--- src/rtl/multi_channel_pattern_sequencer.sv ---
// N-channel pattern sequencer: each channel walks header -> order list -> pattern -> note,
// sharing one synchronous song ROM through a pipelined round-robin read arbiter.
module multi_channel_pattern_sequencer #(
  parameter int NUM_CH     = 4,
  parameter int ROM_ADDR_W = 10,
  parameter int ORDER_BASE = 16
) (
  input  logic                    i_clk,
  input  logic                    i_rst,
  input  logic                    i_start,
  input  logic                    i_stop,
  input  logic [NUM_CH-1:0]       i_note_stb,
  output logic [NUM_CH-1:0]       o_note_valid,
  output logic [6*NUM_CH-1:0]     o_note_pitch,
  output logic [5*NUM_CH-1:0]     o_note_len,
  output logic [4*NUM_CH-1:0]     o_note_instrument,
  output logic [NUM_CH-1:0]       o_done,
  output logic [NUM_CH-1:0]       o_underrun,
  output logic [ROM_ADDR_W-1:0]   o_rom_addr,
  output logic                    o_rom_rd,
  input  logic [15:0]             i_rom_data
);

  localparam int LEN_W = 16 - ROM_ADDR_W;
  localparam int CH_W  = (NUM_CH > 1) ? $clog2(NUM_CH) : 1;

  typedef enum logic [2:0] {
    S_IDLE, S_HDR, S_ORD, S_WAIT, S_PAT, S_ADV, S_DONE
  } state_t;

  state_t                r_state    [NUM_CH];
  logic [5:0]            r_last     [NUM_CH];
  logic [5:0]            r_rep_idx  [NUM_CH];
  logic [5:0]            r_ord_idx  [NUM_CH];
  logic [ROM_ADDR_W-1:0] r_pat_addr [NUM_CH];
  logic [LEN_W-1:0]      r_pat_len  [NUM_CH];
  logic [LEN_W-1:0]      r_cnt      [NUM_CH];
  logic [5:0]            r_pitch    [NUM_CH];
  logic [4:0]            r_len      [NUM_CH];
  logic [3:0]            r_inst     [NUM_CH];
  logic [NUM_CH-1:0]     r_rep_en;
  logic [NUM_CH-1:0]     r_pend;
  logic [NUM_CH-1:0]     r_valid;
  logic [NUM_CH-1:0]     r_done;
  logic [NUM_CH-1:0]     r_underrun;
  logic [CH_W-1:0]       r_ptr;

  logic [NUM_CH-1:0]     w_req;
  logic [ROM_ADDR_W-1:0] w_ch_addr [NUM_CH];
  logic                  w_gnt_valid;
  logic [CH_W-1:0]       w_gnt_ch;
  logic                  w_hold;

  // Control pulses and reset suppress new grants so nothing is read that would be discarded.
  assign w_hold = i_rst | i_stop | i_start;

  always_comb begin
    // NOTE: every combinational output gets a default first so no path infers a latch.
    w_req = '0;
    for (int c = 0; c < NUM_CH; c++) begin
      w_ch_addr[c] = r_pat_addr[c];
      w_req[c]     = !w_hold && !r_pend[c] &&
                     (r_state[c] == S_HDR || r_state[c] == S_ORD || r_state[c] == S_PAT);
      case (r_state[c])
        S_HDR:   w_ch_addr[c] = ROM_ADDR_W'(c);
        S_ORD:   w_ch_addr[c] = ROM_ADDR_W'(ORDER_BASE + 64 * c) + ROM_ADDR_W'(r_ord_idx[c]);
        default: w_ch_addr[c] = r_pat_addr[c];
      endcase
    end
  end

  // Round-robin search: walk a doubled channel range starting at the pointer.
  always_comb begin
    w_gnt_valid = 1'b0;
    w_gnt_ch    = '0;
    for (int k = 0; k < 2 * NUM_CH; k++) begin
      if (!w_gnt_valid && k >= int'(r_ptr) && k < int'(r_ptr) + NUM_CH && w_req[k % NUM_CH]) begin
        w_gnt_valid = 1'b1;
        w_gnt_ch    = CH_W'(k % NUM_CH);
      end
    end
  end

  assign o_rom_rd   = w_gnt_valid;
  assign o_rom_addr = w_gnt_valid ? w_ch_addr[w_gnt_ch] : '0;

  always_ff @(posedge i_clk) begin
    if (i_rst) begin
      r_ptr      <= '0;
      r_rep_en   <= '0;
      r_pend     <= '0;
      r_valid    <= '0;
      r_done     <= '0;
      r_underrun <= '0;
      // NOTE: these per-channel arrays are plain flops, not RAM, so resetting them is legal and cheap.
      for (int c = 0; c < NUM_CH; c++) begin
        r_state[c]    <= S_IDLE;
        r_last[c]     <= '0;
        r_rep_idx[c]  <= '0;
        r_ord_idx[c]  <= '0;
        r_pat_addr[c] <= '0;
        r_pat_len[c]  <= '0;
        r_cnt[c]      <= '0;
        r_pitch[c]    <= '0;
        r_len[c]      <= '0;
        r_inst[c]     <= '0;
      end
    end else begin
      if (w_gnt_valid) begin
        r_ptr <= (int'(w_gnt_ch) == NUM_CH - 1) ? '0 : w_gnt_ch + 1'b1;
      end
      r_valid <= '0;
      for (int c = 0; c < NUM_CH; c++) begin
        if (i_stop) begin
          r_state[c] <= S_IDLE;
          r_pend[c]  <= 1'b0;
          r_done[c]  <= 1'b0;
        end else if (i_start) begin
          r_state[c]    <= S_HDR;
          r_pend[c]     <= 1'b0;
          r_done[c]     <= 1'b0;
          r_underrun[c] <= 1'b0;
        end else begin
          // A channel's read is outstanding for exactly the cycle after its grant.
          r_pend[c] <= w_gnt_valid && (int'(w_gnt_ch) == c);
          if (i_note_stb[c] && r_state[c] != S_WAIT && r_state[c] != S_DONE &&
              r_state[c] != S_IDLE) begin
            r_underrun[c] <= 1'b1;
          end
          case (r_state[c])
            S_IDLE: ;
            S_HDR: begin
              if (r_pend[c]) begin
                r_last[c]    <= i_rom_data[5:0];
                r_rep_idx[c] <= i_rom_data[11:6];
                r_rep_en[c]  <= i_rom_data[12];
                r_ord_idx[c] <= '0;
                r_state[c]   <= S_ORD;
              end
            end
            S_ORD: begin
              if (r_pend[c]) begin
                r_pat_addr[c] <= i_rom_data[ROM_ADDR_W-1:0];
                r_pat_len[c]  <= i_rom_data[15:ROM_ADDR_W];
                r_cnt[c]      <= '0;
                r_state[c]    <= (i_rom_data[15:ROM_ADDR_W] == '0) ? S_ADV : S_WAIT;
              end
            end
            S_WAIT: begin
              if (i_note_stb[c]) r_state[c] <= S_PAT;
            end
            S_PAT: begin
              if (r_pend[c]) begin
                r_pitch[c]    <= i_rom_data[5:0];
                r_len[c]      <= i_rom_data[10:6];
                r_inst[c]     <= i_rom_data[14:11];
                r_valid[c]    <= 1'b1;
                r_cnt[c]      <= r_cnt[c] + 1'b1;
                r_pat_addr[c] <= r_pat_addr[c] + 1'b1;
                r_state[c]    <= ((r_cnt[c] + 1'b1) == r_pat_len[c]) ? S_ADV : S_WAIT;
              end
            end
            S_ADV: begin
              if (r_ord_idx[c] != r_last[c]) begin
                r_ord_idx[c] <= r_ord_idx[c] + 1'b1;
                r_state[c]   <= S_ORD;
              end else if (r_rep_en[c]) begin
                r_ord_idx[c] <= r_rep_idx[c];
                r_state[c]   <= S_ORD;
              end else begin
                r_done[c]  <= 1'b1;
                r_state[c] <= S_DONE;
              end
            end
            S_DONE: ;
            default: r_state[c] <= S_IDLE;
          endcase
        end
      end
    end
  end

  always_comb begin
    o_note_pitch      = '0;
    o_note_len        = '0;
    o_note_instrument = '0;
    for (int c = 0; c < NUM_CH; c++) begin
      o_note_pitch[6*c +: 6]      = r_pitch[c];
      o_note_len[5*c +: 5]        = r_len[c];
      o_note_instrument[4*c +: 4] = r_inst[c];
    end
  end

  assign o_note_valid = r_valid;
  assign o_done       = r_done;
  assign o_underrun   = r_underrun;

endmodule

--- config.mk ---
export PLATFORM = sky130hd
export DESIGN_NAME = multi_channel_pattern_sequencer
export DESIGN_NICKNAME = d
export VERILOG_FILES = /design/src/rtl/multi_channel_pattern_sequencer.sv
export SDC_FILE = /design/constraint.sdc
export NUM_CORES = 1
export LEC_CHECK = 0
export ABC_CLOCK_PERIOD_IN_PS = 9900
export CAP_MARGIN = 15
export CORE_ASPECT_RATIO = 1.1
export CORE_MARGIN = 3
export CORE_UTILIZATION = 63
export CTS_CLUSTER_DIAMETER = 60
export CTS_CLUSTER_SIZE = 14
export DETAILED_ROUTE_END_ITERATION = 7
export PLACE_DENSITY = 0.95
export SYNTH_ARGS = -nofsm -noshare
export SYNTH_HDL_FRONTEND = slang
export SYNTH_SLANG_ARGS = --single-unit
--- constraint.sdc ---
create_clock -name i_clk -period 9.9 [get_ports i_clk]
set_input_delay 2.475 -clock i_clk [delete_from_list [all_inputs] [get_ports i_clk]]
set_output_delay 2.475 -clock i_clk [all_outputs]
set_load 0.1 [all_outputs]
==> impl_results.md <==
- Synth Instances: 1201
- Pre-Repair DR Iteration Count: 6
- FP Rows: 54
- Fin worst setup slack: 1.251 ns
- Syn nets: 1245
- Seq/Total Area, Yosys: 56.49%
- Rel. slew slack: 25.87%
- CTS Buffer Depth: 3
- Pwr dens: 157.6 nW/µm²
- Simple logic cell fraction of the synthesized area: 19.41%
- Post-CTS sizing: 0
- Nets: 1316
- Wire length per cell: 22.87 µm
- Syn. warnings: 0
- Post-synthesis cell area: 13110 µm²
- Max frequency: 115.6 MHz
- CTS buffer count: 22
- Core area: 20130 µm²
- Antenna viol nets, final: 0
- GRT Total Usage: 31.21%
- DRC: 0
- Htree depth: 1
- Multi-input gate area: 5333 µm²
- Post-synth EDFFs: 232
- Largest family of logic cells by synthesized area: simple AND/OR/NAND/NOR gates
- CP Max Fanout: 20
- Hpwl dp: 23260 µm
- Dominant synthesized flop cell: edfxtp_1
- Hold Fails Final Rpt: 0
- Hold_buf cts: 0
- DR vias/cell: 6.471
- CP peak stage delay: 0.70 ns
- Place WS: 1.408 ns
- Skew-Pair Late Insertion Delay: 0.52 ns
- Syn Area/Cell: 10.92 µm²
- Final Slew Violations: 0
- Fillers: 1288
- Utilization after layout: 73.99%
- Peak supply drop: 0.1268 mV
- Count of cell types in the netlist: 63
- Post-synthesis adder-cell area fraction: 1.909%
- Synth area leaders: edfxtp_1, and2_1, xor2_1
- Post-synthesis mux area share: 0.7348%
- Post-CTS Setup Inserts: 0
- CP cell instances: clkdlybuf4s50_1, or3_1, nor2_8, a211oi_2, nor4_2, and2_1, mux2_2, a211oi_1, buf_4
- Yosys top cell by area: edfxtp_1
- Synth async-reset ratio: 0%
- Final setup fails: 0
- RSZ-0062 raised after global routing: no
- Overflow after GRT: 0
- Hold slack: 0.4438 ns
- Starting density of the core: 65.12%
- Die Area: 22580 µm²
- Xor and xnor area share after synthesis: 7.997%
- Final setup skew: 0.01315 ns
- CTS tree: yes
- Count leader, synth: edfxtp_1
- GP Congestion: 1.003
- Reg clk slew, reported paths: 0.06 ns
- Seq cells post-synth: 254
- Measured slew at the worst slew-check pin: 1.108 ns
- WP buf/inv: 2
- Total power: 2.348 mW
- Io pins: 107
- Fin crit share: 87.36%
- Die width: 143.6 µm
- Status: completed
- # port buffers: 106
- CTS sink cnt: 254
- Hold Path Class: flip-flop to flip-flop
- Worst path slowest cell: or3_1
- Kind of critical path: input pin to primary output
- Sequential cell area: 7407 µm²
- Post-synthesis compound-gate area fraction: 10.58%
- Routed wire length: 35220 µm
- Vias in the first global route: 9735
- Post-synth top cells: edfxtp_1, nand2_1, and2_1
- Arr. time, crit path: 6.17 ns
- Initial drt markers: 1427
- Setup TNS Final: 0 ns
- Clock root cell: clkbuf_16
- Floorplan die height: 157.3 µm
- Largest net degree at the start of global routing: 24
- Share of cells above drive strength 1: 5.051%
- CP top delay family: simple AND/OR/NAND/NOR gates
- Max-cap viol count: 0
- Leakage power: 5.600 nW
- CP startpoint kind: input pin
- Area Overhead vs Synth: 13.62%
- Synth top area share: 53.13%
- Required time worst endpoint: 7.43 ns
- First-pass GRT wire length: 53830 µm
- Clock period minus worst slack: 8.649 ns
- Initial antenna violation count: 0
- Crit path capture type: primary output
- Via Count: 9965
metal layers:
layer / global-route usage (%) / wire length (µm)
met1: 40.50 / 12470
met4: 16.05 / 1929
met5: 0 / 0
met3: 6.594 / 4069
met2: 49.90 / 16750
path summary, 6_finish.rpt:
| kind | startpoint | to | slack (ns) | cells past startpoint |
|---|---|---|---|---|
| max reg2reg | r_state[2][0] | r_ptr[1] | 6.66 | 8 |
| max | i_stop | o_rom_addr[8] | 1.25 | 9 |
| min reg2reg | o_done[0] | o_done[0] | 0.44 | 2 |
| min | o_done[0] | o_done[0] | 0.44 | 2 |
flip-flops by register name, summed over array words and instances, names as in the netlist, 12 cells and up:
name        flops
r_last         24
r_pat_addr     40
r_cnt          24
r_inst         16
r_state        12
r_len          20
r_ord_idx      24
r_pitch        24
r_rep_idx      24
r_pat_len      24
logic make-up after synthesis:
family | count (synthesis)
adder cells (fa/ha/maj) | 20
flip-flops | 254
AO/OA/AOI/OAI | 207
buffers and inverters | 91
multiplexers | 9
XOR/XNOR | 118
AND/OR/NAND/NOR | 502
per-stage QoR:
| stage | instances | instance area, µm² |
|---|---|---|
| final | 1540 | 14900 |
| after global routing | 1539 | 14890 |
| after CTS | 1538 | 14880 |
| after detailed placement | 1499 | 14230 |
| after global placement | 1499 | 14230 |
| after floorplan | 1201 | 13110 |
final cells by class:
class                           instances  area share [%]
Antenna cell                            1         0.01680
Clock buffer                           37           4.284
Clock inverter                          2          0.1008
Inverter                               25          0.6467
Multi-Input combinational cell        856           35.80
Sequential cell                       254           49.72
Tap cell                              252           2.117
Timing Repair Buffer                  113           7.316
where the power goes:
group          internal [mW]  total [mW]  switching, mW
Sequential              1.20        1.24         0.0388
Combinational         0.0773       0.291          0.214
Clock                  0.439       0.814          0.375
worst min-delay path, delay by kind of cell, from the launching register on:
family	cells	cell delay, ns
DFF	1	0.31
and+or+nand+nor	2	0.09
placed cells by master, fill, tap and decap left out, types with 3 or more instances in the layout:
cell,count
clkbuf_1,13
xor2_1,65
mux2i_1,7
edfxtp_1,232
nor4_1,10
clkdlybuf4s50_1,95
nor2b_1,6
a22oi_1,12
a221oi_1,12
nor2_1,83
a21oi_1,14
ha_1,20
dfxtp_1,22
or3_1,6
or2_2,7
o21ai_0,87
o21bai_1,3
o21a_1,3
o22ai_1,5
nand2b_1,11
nor3_1,14
a31oi_1,5
a21o_1,4
xnor2_1,52
inv_1,23
nand3_1,50
a22o_1,33
nand4_1,11
buf_4,17
nand2_1,137
clkbuf_16,23
and2_1,123
and3_1,35
Power figures use the tool's default switching activity.
